`config.mk`:
```
export PLATFORM = sky130hd
export DESIGN_NAME = oser10_lane_ctrl
export DESIGN_NICKNAME = d
export VERILOG_FILES = /design/src/rtl/oser10_lane_ctrl.sv
export SDC_FILE = /design/constraint.sdc
export NUM_CORES = 1
export LEC_CHECK = 0
export ABC_AREA = 0
export BUFFER_PORTS_ARGS = -buffer_cell sky130_fd_sc_hd__buf_2
export CORE_MARGIN = 10
export CORE_UTILIZATION = 40
export CTS_CLUSTER_DIAMETER = 80
export DETAILED_ROUTE_END_ITERATION = 16
export GPL_TIMING_DRIVEN = 0
export PLACE_DENSITY = 0.59
export SYNTH_ARGS = -nofsm -noshare
export SYNTH_HDL_FRONTEND = slang
export SYNTH_SLANG_ARGS = --single-unit
```
`constraint.sdc`:
```
create_clock -name clk_par -period 2.74 [get_ports clk_par]
set_input_delay 0.137 -clock clk_par [delete_from_list [all_inputs] [get_ports clk_par]]
set_output_delay 0.137 -clock clk_par [all_outputs]
set_load 0.005 [all_outputs]
```
`src/rtl/oser10_lane_ctrl.sv`:
```
// Per-lane bring-up sequencer and word feeder for one 10:1 output serializer lane.
// Walks IDLE -> RESET -> SETTLE -> TRAIN -> RUN and aborts to IDLE whenever enable or lock drops.
module oser10_lane_ctrl #(
    parameter int          RST_CYCLES    = 8,
    parameter int          SETTLE_CYCLES = 2,
    parameter int          TRAIN_WORDS   = 64,
    parameter logic [9:0]  TRAIN_PAT     = 10'h354,
    parameter logic [9:0]  IDLE_WORD     = 10'h0AB
) (
    input  logic        clk_par,
    input  logic        srst,
    input  logic        enable,
    input  logic        pll_locked,
    input  logic        src_valid,
    input  logic [9:0]  src_data,
    output logic        src_ready,
    output logic        ser_rst,
    output logic [9:0]  ser_d,
    output logic        link_up,
    output logic [15:0] underrun_cnt,
    output logic [2:0]  state_o
);

    typedef enum logic [2:0] {
        ST_IDLE   = 3'd0,
        ST_RESET  = 3'd1,
        ST_SETTLE = 3'd2,
        ST_TRAIN  = 3'd3,
        ST_RUN    = 3'd4
    } state_t;

    localparam logic [15:0] RST_LD    = 16'(RST_CYCLES);
    localparam logic [15:0] SETTLE_LD = 16'(SETTLE_CYCLES);
    localparam logic [15:0] TRAIN_LD  = 16'(TRAIN_WORDS);

    state_t      state;
    logic [15:0] cnt;
    logic        lock_m;
    logic        lock_s;
    logic        go;
    logic        accept;

    assign go        = enable & lock_s;
    assign src_ready = (state == ST_RUN) & go;
    assign accept    = src_ready & src_valid;
    assign state_o   = state;

    // Outputs follow the state held during the cycle, so each phase shows up one edge after entry.
    always_ff @(posedge clk_par) begin
        if (srst) begin
            state        <= ST_IDLE;
            cnt          <= 16'd0;
            lock_m       <= 1'b0;
            lock_s       <= 1'b0;
            ser_rst      <= 1'b1;
            ser_d        <= IDLE_WORD;
            link_up      <= 1'b0;
            underrun_cnt <= 16'd0;
        end else begin
            lock_m <= pll_locked;
            lock_s <= lock_m;
            if (state != ST_IDLE && !go) begin
                // Abort: back to IDLE with the serializer held in reset on this same edge.
                state   <= ST_IDLE;
                ser_rst <= 1'b1;
                ser_d   <= IDLE_WORD;
                link_up <= 1'b0;
            end else begin
                case (state)
                    ST_IDLE: begin
                        ser_rst <= 1'b1;
                        ser_d   <= IDLE_WORD;
                        link_up <= 1'b0;
                        if (go) begin
                            state <= ST_RESET;
                            cnt   <= RST_LD;
                        end
                    end
                    ST_RESET: begin
                        ser_rst <= 1'b1;
                        ser_d   <= IDLE_WORD;
                        link_up <= 1'b0;
                        if (cnt <= 16'd1) begin
                            state <= ST_SETTLE;
                            cnt   <= SETTLE_LD;
                        end else begin
                            cnt <= cnt - 16'd1;
                        end
                    end
                    ST_SETTLE: begin
                        ser_rst <= 1'b0;
                        ser_d   <= IDLE_WORD;
                        link_up <= 1'b0;
                        if (cnt <= 16'd1) begin
                            state <= ST_TRAIN;
                            cnt   <= TRAIN_LD;
                        end else begin
                            cnt <= cnt - 16'd1;
                        end
                    end
                    ST_TRAIN: begin
                        ser_rst <= 1'b0;
                        ser_d   <= TRAIN_PAT;
                        link_up <= 1'b0;
                        if (cnt <= 16'd1) begin
                            state <= ST_RUN;
                            cnt   <= 16'd0;
                        end else begin
                            cnt <= cnt - 16'd1;
                        end
                    end
                    ST_RUN: begin
                        ser_rst <= 1'b0;
                        link_up <= 1'b1;
                        if (accept) begin
                            ser_d <= src_data;
                        end else begin
                            ser_d <= IDLE_WORD;
                        end
                        if (!src_valid && underrun_cnt != 16'hFFFF) begin
                            underrun_cnt <= underrun_cnt + 16'd1;
                        end
                    end
                    default: begin
                        state   <= ST_IDLE;
                        ser_rst <= 1'b1;
                        ser_d   <= IDLE_WORD;
                        link_up <= 1'b0;
                    end
                endcase
            end
        end
    end

endmodule

```
==> run_results.csv, run 1 <==
group,metric,value,unit
critical_path,startpoint_type,"flip-flop",
clocking,clock_sinks,49,
pwr,comb_power_share,7.3,%
placement,dp.final_hpwl,3760,um
timing,fin_crit_sh,88.9,%
clocking,cts_tree,"done",
timing,fmax,0.411,GHz
pwr,power.internal,0.00103,W
final_layout,nFillCells,545,
pwr,p_switching,0.000319,W
clocking,clk_pin_slew,0.09,ns
critical_path,critical_path_class,"reg -> reg",
detailed_routing,vias,1907,
detailed_routing,vias_per_cell,5.02,
critical_path,endpoint,"cnt[10]$_SDFFE_PP0P_",
hold_path,whs_path_depth,2,
critical_path,cp_max_fo,10,
final_layout,area.growth.synth_to_final,19.4,%
pwr,p_leak,1.04,nW
timing,setup_tns,0,ns
critical_path,r2r-end,"cnt[10]$_SDFFE_PP0P_",
detailed_routing,wirelength,5010,um
synthesis,synth_edf_count,0,
detailed_routing,drc,0,
timing,worst_slack,0.305,ns
critical_path,max_stage_delay,0.46,ns
timing,min_period,2.44,ns
synthesis,syn_area,0.00221,sq mm
global_routing,grt_max_degree,17,
critical_path,crit_buf_inv,1,
critical_path,crit_cells,6,
timing,rsz0062_at_grt,"false",
pwr,power_frac_clock,38.8,%
clocking,insertion_delay,0.30,ns
pwr,power.share.sequential,53.9,%
timing,worst_slew_pin_slew,1.04,ns
detailed_routing,ant_nets,0,
critical_path,arrival,2.61,ns
job,cap_violations,0,
critical_path,reg2reg_from,"cnt[4]$_SDFFE_PP0P_",
clocking,h-tree-depth,2,
synthesis,yosysWarnings,0,
global_routing,track_usage,11.2,%
global_routing,grt_pass1_wl,8180,um
global_routing,grt_overflow_total,0,
synthesis,yosysSeqAreaShare,44.3,%
clocking,cts_made_buffers,5,
synthesis,synthCells,255,
global_routing,grt_pass1_vias,1790,
die,start_util,40.7,%
placement,io_buffers,45,
die,io_pins,47,
synthesis,ys_async_sr_fraction,0,%
timing,finalClockSkew,0.00961,ns
die,die_x,94.4,um
critical_path,r2r_cells,6,
timing,finalSetupViolations,0,
critical_path,crit_family,"simple AND/OR/NAND/NOR gates",
critical_path,endpoint_kind,"flip-flop",
detailed_routing,drt_pre_antenna_iters,4,
run_status,run_status,"finished, final reports clean",
synthesis,ys_ff_latch,49,
critical_path,cp_slowest_cell,"nor4_1",
final_layout,regArea,981,sq um
synthesis,ys_types,45,
clocking,cts_buffer_depth,2,
critical_path,reg2reg_slack,0.30,ns
detailed_routing,drt_iter0_drc,84,
synthesis,syn_nets,273,
final_layout,antenna_cells,0,
die,core_region_area,0.00544,sq mm
clocking,cts_setup_buffers,0,
global_routing,antenna_found_initial,0,
clocking,cts_resized,0,
timing,hold_viol_final,0,
detailed_routing,avgRoutedWirePerCell,13.2,um
critical_path,crit_start,"cnt[4]$_SDFFE_PP0P_",
critical_path,crit_path_cell_trace,"nor4_1 > nand2_1 > or3_1 > clkbuf_1 > a21oi_2 > nor2_1",
pwr,vdd_ir_drop_max,0.000281,V
hold_path,worstHoldPathType,"in -> reg",
clocking,hold_buffers,0,
die,die_area,0.00891,sq mm
die,rows,27,
placement,gp_congestion,0.790,
die,die_h,94.4,um
synthesis,synth_top_flop_cell,"dfxtp_1",
final_layout,multiInputGateArea,0.00118,sq mm
clocking,root_buffer,"clkbuf_8",
pwr,power-per-cell-area,511,mW/mm^2
final_layout,drive_above_1_share,21.1,%
synthesis,syn_avg_cell_area,8.68,sq um
timing,slew_headroom,30.0,%
timing,finalMaxSlewViolations,0,
critical_path,cp.required,2.92,ns
final_layout,num-nets-final,325,
placement,dp_slack,0.273,ns
pwr,power.share.switching,23.6,%
==> how the worst min path moves through the flow <==
stage / slack, ns / to / start
floorplan: 0.27 / lock_m$_SDFF_PP0_ / pll_locked
CTS: 0.03 / lock_m$_SDFF_PP0_ / pll_locked
global route: 0.04 / lock_m$_SDFF_PP0_ / pll_locked
finish: 0.04 / lock_m$_SDFF_PP0_ / pll_locked
detailed placement: 0.35 / lock_m$_SDFF_PP0_ / pll_locked
global placement: 0.35 / lock_m$_SDFF_PP0_ / pll_locked
==> cell families (layout without fill, tap and decap cells) <==
family,Yosys count,in the layout,share of synthesized area (%)
buffers and inverters,13,66,2.60
XOR/XNOR,27,27,10.7
multiplexers,1,1,0.452
flip-flops,49,49,44.3
AO/OA/AOI/OAI,34,34,10.4
adder cells (fa/ha/maj),3,3,1.70
AND/OR/NAND/NOR,128,128,29.9
==> routing by layer <==
| layer | wire length [um] | up-vias | track usage, % |
|---|---|---|---|
| li1 | - | 995 | - |
| met1 | 2460 | 874 | 14.2 |
| met2 | 2220 | 32 | 17.6 |
| met3 | 266 | 6 | 3.25 |
| met4 | 60 | 0 | 4.30 |
| met5 | 0 | - | 0 |
==> area by class of cell <==
cell class              count  share of cell area [%]
plain buffers               9                    1.61
clock buffers               5                    2.60
clock inverters             3                    1.75
inverters                   4                   0.568
multi-input cells         193                    44.5
flip-flops and latches     49                    37.1
well taps                  72                    3.41
repair buffers             45                    8.51
==> cell usage after synthesis, types with 2 or more instances <==
cell | count | area [sq um]
nand2b_1 | 3 | 18.8
o21ai_0 | 8 | 40.0
a21oi_1 | 7 | 35.0
nor2_1 | 47 | 176
or3_1 | 5 | 31.3
nor4_1 | 6 | 37.5
clkbuf_1 | 7 | 26.3
xor2_1 | 9 | 78.8
xnor2_1 | 18 | 158
o2111ai_1 | 4 | 35.0
nand4_1 | 7 | 43.8
nand3_1 | 5 | 25.0
and2_1 | 3 | 18.8
nor3_1 | 11 | 55.1
nand2_1 | 18 | 67.6
and3_1 | 5 | 31.3
a21o_1 | 2 | 15.0
or2_2 | 3 | 18.8
or4_1 | 2 | 15.0
inv_1 | 4 | 15.0
ha_1 | 3 | 37.5
nand3b_1 | 2 | 15.0
nor2b_1 | 2 | 12.5
o31ai_1 | 2 | 15.0
nor3b_1 | 2 | 15.0
nor4_2 | 3 | 37.5
dfxtp_1 | 49 | 981
==> power groups by stage <==
stage,Clock [W],Combinational (W),Sequential [W]
floorplan,0,0.0000701,0.000743
global placement,0,0.0000988,0.000745
detailed placement,0,0.0000984,0.000745
CTS,0.000539,0.0000998,0.000728
global route,0.000568,0.000111,0.000729
finish,0.000525,0.0000986,0.000728
==> registers in the layout, indices dropped and copies added, names as in the netlist <==
| name | count |
|---|---|
| link_up | 1 |
| ser_rst | 1 |
| lock_s | 1 |
| underrun_cnt | 16 |
| lock_m | 1 |
| state_o | 3 |
| ser_d | 10 |
| cnt | 16 |
==> per-stage QoR <==
stage	power (W)	util (%)	hold WS, ns	cells	cell area [sq um]
after floorplan	0.000813	-	0.265	255	2210
after global placement	0.000843	46.5	0.349	372	2530
after detailed placement	0.000843	46.5	0.350	372	2530
after CTS	0.00137	48.6	0.0337	380	2650
after global routing	0.00141	48.6	0.0377	380	2650
final	0.00135	48.6	0.0422	380	2650
==> cells in the final DEF (no fill, tap or decap), types with 2 or more instances in the layout <==
master,Yosys,final
a21o_1,2,2
a21oi_1,7,7
and2_1,3,3
and3_1,5,5
buf_2,1,46
clkbuf_1,7,7
clkbuf_8,0,5
dfxtp_1,49,49
ha_1,3,3
inv_1,4,4
nand2_1,18,18
nand2b_1,3,3
nand3_1,5,5
nand3b_1,2,2
nand4_1,7,7
nor2_1,47,47
nor2b_1,2,2
nor3_1,11,11
nor3b_1,2,2
nor4_1,6,6
nor4_2,3,3
o2111ai_1,4,4
o21ai_0,8,8
o31ai_1,2,2
or2_2,3,3
or3_1,5,5
or4_1,2,2
xnor2_1,18,18
xor2_1,9,9
No activity file was read; power rests on OpenSTA's default activity.
==> inputs of run 2 (changes only) <==
--- a/config.mk
+++ b/config.mk
@@ -7,6 +7,7 @@
 export LEC_CHECK = 0
 export ABC_AREA = 0
 export BUFFER_PORTS_ARGS = -buffer_cell sky130_fd_sc_hd__buf_2
+export CORE_ASPECT_RATIO = 1.5
 export CORE_MARGIN = 10
 export CORE_UTILIZATION = 40
 export CTS_CLUSTER_DIAMETER = 80
==> run 2 against run 1 <==
  * Via count is 1.1% higher
  * Non-clock buffer count stayed put
  * Total power is 6.4% lower
  * Clock power is 17% lower
  * Clock skew is 0.0062 ns lower
  * Critical endpoint is now cnt[7]$_SDFFE_PP0P_
==> run_results.csv, run 2 (synthesis results as in run 1) <==
group,metric,value,unit
run_status,run_status,"finished, final reports clean",
timing,setup_tns,0,ns
die,core_region_area,0.00541,sq mm
clocking,cts_buffer_depth,2,
clocking,insertion_delay,0.30,ns
hold_path,holdCritStartpoint,"pll_locked",
detailed_routing,vias_per_cell,5.11,
critical_path,crit_start,"cnt[4]$_SDFFE_PP0P_",
final_layout,top_regs,"cnt x16, underrun_cnt x16, ser_d x10",
pwr,p_switching,0.000305,W
critical_path,reg2reg_from,"cnt[4]$_SDFFE_PP0P_",
critical_path,critical_path_class,"reg -> reg",
critical_path,r2r_cells,6,
placement,dpl_cell_area,0.00253,sq mm
final_layout,design_area,0.00261,sq mm
timing,finalMaxSlewViolations,0,
clocking,cts_resized,0,
pwr,power.internal,0.000960,W
final_layout,antenna_cells,0,
die,rows,33,
critical_path,cp_slowest_cell,"nor4_1",
timing,finalSetupViolations,0,
global_routing,antenna_found_initial,0,
detailed_routing,avgRoutedWirePerCell,14.2,um
timing,worst_slew_pin_slew,0.908,ns
final_layout,mostFrequentLayoutCells,"49 x dfxtp_1, 47 x nor2_1, 46 x buf_2",
global_routing,grt_pass1_wl,8960,um
pwr,power_frac_clock,34.6,%
pwr,power.share.sequential,57.6,%
hold_path,worstHoldPathType,"in -> reg",
detailed_routing,vias,1928,
critical_path,max_stage_delay,0.47,ns
detailed_routing,drt_iter0_drc,54,
placement,io_buffers,45,
final_layout,num-nets-final,325,
hold_path,hold_end,"lock_m$_SDFF_PP0_",
critical_path,endpoint_kind,"flip-flop",
global_routing,grt_max_degree,14,
pwr,vdd_ir_drop_max,0.000285,V
critical_path,cp.required,2.91,ns
die,die_h,111,um
placement,dp.final_hpwl,4160,um
hold_path,whs_path_depth,2,
clocking,root_buffer,"clkbuf_8",
final_layout,final_common_cell,"dfxtp_1",
final_layout,drive_above_1_share,20.5,%
timing,slew_headroom,38.9,%
critical_path,r2r-end,"cnt[7]$_SDFFE_PP0P_",
die,start_util,40.9,%
clocking,clock_sinks,49,
pwr,comb_power_share,7.9,%
detailed_routing,drt_pre_antenna_iters,4,
clocking,clk_pin_slew,0.09,ns
clocking,hold_buffers,0,
global_routing,grt_overflow_total,0,
detailed_routing,wirelength,5360,um
clocking,cts_tree,"done",
timing,fmax,0.402,GHz
job,cap_violations,0,
die,die_area,0.00897,sq mm
critical_path,cp_max_fo,10,
timing,hold_ws,0.0529,ns
die,io_pins,47,
pwr,power.share.switching,24.1,%
global_routing,grt_pass1_vias,1927,
timing,rsz0062_at_grt,"false",
pwr,power-per-cell-area,484,mW/mm^2
die,die_x,80.8,um
placement,gp_congestion,0.776,
pwr,p_leak,1.03,nW
global_routing,track_usage,12.3,%
detailed_routing,drc,0,
clocking,cts_setup_buffers,0,
clocking,cts_made_buffers,5,
timing,fin_crit_sh,90.8,%
final_layout,area.growth.synth_to_final,18.0,%
critical_path,crit_path_cell_trace,"nor4_1 > nand2_1 > or3_1 > clkbuf_1 > a21oi_2 > nor2_1",
timing,finalClockSkew,0.00336,ns
final_layout,nFillCells,549,
detailed_routing,ant_nets,0,
critical_path,arrival,2.66,ns
critical_path,reg2reg_slack,0.25,ns
timing,min_period,2.49,ns
timing,hold_viol_final,0,
clocking,h-tree-depth,2,
critical_path,startpoint_type,"flip-flop",
-- run 2: cell types whose count changed in the layout (fill, tap and decap cells not counted), sizes merged --
cell      before  now
bufinv         1    0
clkbuf        12   14
clkinv         1    0
clkinvlp       1    0
-- run 2: critical path, delay by kind of cell, from the launching register on --
family	cells	cell delay (ns)
and+or+nand+nor	4	1.31
buffers and inverters	1	0.21
AOI/OAI and AO/OA	1	0.47
DFF	1	0.36
-- run 2: through the flow --
step	util, %	setup slack, ns	cells	total power [W]
finish	48.3	0.251	377	0.00127
global route	48.3	0.0551	377	0.00132
CTS	48.3	0.266	377	0.00128
detailed placement	46.7	0.280	370	0.000844
global placement	46.7	0.256	370	0.000844
floorplan	-	0.657	255	0.000813
-- run 2: worst max path at each step --
stage	end	slack, ns	cells past startpoint
2_1_floorplan	underrun_cnt[9]$_SDFFE_PP0P_	0.66	7
6_report	cnt[7]$_SDFFE_PP0P_	0.25	6
3_3_place_gp	cnt[9]$_SDFFE_PP0P_	0.26	6
4_1_cts	cnt[7]$_SDFFE_PP0P_	0.27	6
3_5_place_dp	cnt[7]$_SDFFE_PP0P_	0.28	6
5_1_grt	cnt[4]$_SDFFE_PP0P_	0.06	6
-- run 2: layer usage --
| layer | vias to the layer above | track usage, % | wire [um] |
|---|---|---|---|
| met5 | - | 0 | 0 |
| met4 | 0 | 4.87 | 95 |
| met3 | 9 | 3.98 | 270 |
| met2 | 34 | 21.6 | 2800 |
| met1 | 895 | 12.8 | 2200 |
| li1 | 990 | - | - |
-- run 2: final cells by class --
| type | instances | area (sq um) | area share, % |
|---|---|---|---|
| well taps | 70 | 87.6 | 3.35 |
| inverters | 4 | 15.0 | 0.574 |
| repair buffers | 45 | 225 | 8.62 |
| multi-input cells | 193 | 1180 | 45.0 |
| clock buffers | 7 | 86.3 | 3.30 |
| plain buffers | 9 | 42.5 | 1.63 |
| flip-flops and latches | 49 | 981 | 37.5 |
-- run 2: power by group through the flow --
stage / logic [W] / clock network [W] / registers [W]
3_5_place_dp: 0.0000993 / 0 / 0.000745
4_1_cts: 0.000100 / 0.000452 / 0.000728
2_1_floorplan: 0.0000701 / 0 / 0.000743
5_1_grt: 0.000111 / 0.000475 / 0.000730
6_report: 0.0000996 / 0.000437 / 0.000728
3_3_place_gp: 0.0000994 / 0 / 0.000745
==> inputs of run 3 (changes only) <==
--- a/config.mk
+++ b/config.mk
@@ -14,6 +14,7 @@
 export DETAILED_ROUTE_END_ITERATION = 16
 export GPL_TIMING_DRIVEN = 0
 export PLACE_DENSITY = 0.59
+export REMOVE_ABC_BUFFERS = 1
 export SYNTH_ARGS = -nofsm -noshare
 export SYNTH_HDL_FRONTEND = slang
 export SYNTH_SLANG_ARGS = --single-unit
==> run 3 against run 2 <==
  * Maximum frequency grew 1.8%
  * Sequential power is essentially flat
  * Critical path depth shrank 1
  * Critical path type unchanged
  * Clock skew grew 0.00072 ns
  * Die area is the same
  * Non-clock buffer count shrank 8
  * Total power shrank 2.1%
  * Global-route usage grew 0.17 points
  * Clock-buffer cell count shrank 1
==> run_results.csv, run 3 (synthesis results as in run 1) <==
group,metric,value,unit
run_status,run_status,"finished, final reports clean",
detailed_routing,drt_iter0_drc,83,
critical_path,reg2reg_slack,0.30,ns
detailed_routing,drt_pre_antenna_iters,4,
die,die_area,0.00897,sq mm
timing,worst_slew_pin_slew,0.929,ns
final_layout,num-nets-final,317,
placement,dp_slack,0.221,ns
clocking,cts_resized,0,
global_routing,grt-busiest-layer,"met2",
global_routing,grt_pass1_vias,1934,
pwr,power-per-cell-area,482,mW/mm^2
clocking,insertion_delay,0.30,ns
clocking,cts_buffer_depth,2,
final_layout,design_area,0.00257,sq mm
detailed_routing,avgRoutedWirePerCell,14.4,um
global_routing,grt_max_degree,28,
detailed_routing,wirelength,5310,um
clocking,cts_made_buffers,5,
timing,fmax,0.409,GHz
job,cap_violations,0,
timing,setup_tns,0,ns
critical_path,r2r_cells,5,
critical_path,cp.required,2.91,ns
global_routing,track_usage,12.5,%
timing,hold_ws,0.0504,ns
die,io_pins,47,
die,die_h,111,um
timing,slew_headroom,37.5,%
placement,dp.final_hpwl,4080,um
clocking,cts_setup_buffers,0,
clocking,h-tree-depth,2,
timing,finalClockSkew,0.00408,ns
clocking,clock_sinks,49,
final_layout,drive_above_1_share,21.0,%
critical_path,arrival,2.62,ns
timing,finalSetupViolations,0,
timing,rsz0062_at_grt,"false",
global_routing,grtUsageMet2,20.9,%
die,die_x,80.8,um
placement,dpl_cell_area,0.00249,sq mm
clocking,cts_tree,"done",
hold_path,whs_path_depth,2,
timing,fin_crit_sh,89.2,%
final_layout,final_common_cell,"dfxtp_1",
critical_path,startpoint_type,"flip-flop",
clocking,clk_pin_slew,0.09,ns
global_routing,grt_use_met1,14.0,%
timing,hold_viol_final,0,
placement,gp_congestion,0.803,
critical_path,critical_path_class,"reg -> reg",
timing,worst_slack,0.296,ns
global_routing,grt_pass1_wl,9160,um
critical_path,reg2reg_from,"cnt[4]$_SDFFE_PP0P_",
global_routing,met3_usage,3.98,%
placement,io_buffers,46,
hold_path,worstHoldPathType,"in -> reg",
timing,min_period,2.44,ns
detailed_routing,vias,1889,
timing,finalMaxSlewViolations,0,
final_layout,final_util,47.6,%
die,core_region_area,0.00541,sq mm
global_routing,grt_overflow_total,0,
detailed_routing,ant_nets,0,
clocking,root_buffer,"clkbuf_8",
detailed_routing,vias_per_cell,5.11,
critical_path,r2r-end,"cnt[10]$_SDFFE_PP0P_",
die,start_util,40.9,%
final_layout,antenna_cells,0,
pwr,p_leak,1.01,nW
final_layout,top_regs,"cnt x16, underrun_cnt x16, ser_d x10",
detailed_routing,drc,0,
final_layout,area.growth.synth_to_final,16.2,%
die,rows,33,
critical_path,cp_max_fo,10,
global_routing,antenna_found_initial,0,
hold_path,hold_end,"lock_m$_SDFF_PP0_",
final_layout,mostFrequentLayoutCells,"49 x dfxtp_1, 47 x nor2_1, 46 x buf_2",
pwr,vdd_ir_drop_max,0.000261,V
clocking,hold_buffers,0,
critical_path,endpoint_kind,"flip-flop",
hold_path,holdCritStartpoint,"pll_locked",
==> run 3: changes by cell type in the layout (fill, tap and decap cells not counted) <==
| cell | change |
|---|---|
| clkbuf_8 | -1 |
| clkinv_2 | +2 |
| buf_6 | -1 |
| clkbuf_1 | -7 |
==> run 3: layer usage <==
| layer | vias to the layer above | part of all wire [%] |
|---|---|---|
| met4 | 0 | 1.9 |
| met2 | 39 | 51 |
| met3 | 8 | 5.0 |
| met5 | - | 0 |
| li1 | 976 | - |
| met1 | 866 | 42 |
==> run 3: how the worst max path moves through the flow <==
stage	start	endpoint
floorplan	state_o[2]$_SDFFE_PP0P_	underrun_cnt[9]$_SDFFE_PP0P_
finish	cnt[4]$_SDFFE_PP0P_	cnt[10]$_SDFFE_PP0P_
detailed placement	cnt[4]$_SDFFE_PP0P_	cnt[10]$_SDFFE_PP0P_
global route	cnt[4]$_SDFFE_PP0P_	cnt[13]$_SDFFE_PP0P_
CTS	cnt[4]$_SDFFE_PP0P_	cnt[10]$_SDFFE_PP0P_
global placement	cnt[4]$_SDFFE_PP0P_	cnt[2]$_SDFFE_PP0P_
==> run 3: area by class of cell <==
| cell class | instances | area [sq um] |
|---|---|---|
| clock buffer | 6 | 72.6 |
| clock inverter | 2 | 10.0 |
| fill | 565 | 2840 |
| inverter | 4 | 15.0 |
| multi-input combinational | 193 | 1180 |
| sequential | 49 | 981 |
| tap | 70 | 87.6 |
| timing repair buffer | 46 | 230 |
==> run 3: critical path, cell delays in order (launching register included) <==
cell and delay (ns):
dfxtp_1 0.36, nor4_1 0.51, nand2_1 0.31, or3_1 0.56, a21oi_2 0.47, nor2_1 0.10
==> run 3: metrics by stage <==
step | total power [W] | cells
after detailed placement | 0.000841 | 362
after global routing | 0.00129 | 370
final | 0.00124 | 370
after global placement | 0.000841 | 362
after floorplan | 0.000806 | 246
after CTS | 0.00125 | 370
==> run 3: power by group <==
part | switching [W] | internal [W]
Clock | 0.000237 | 0.000178
Sequential | 0.00000849 | 0.000720
Combinational | 0.0000590 | 0.0000362
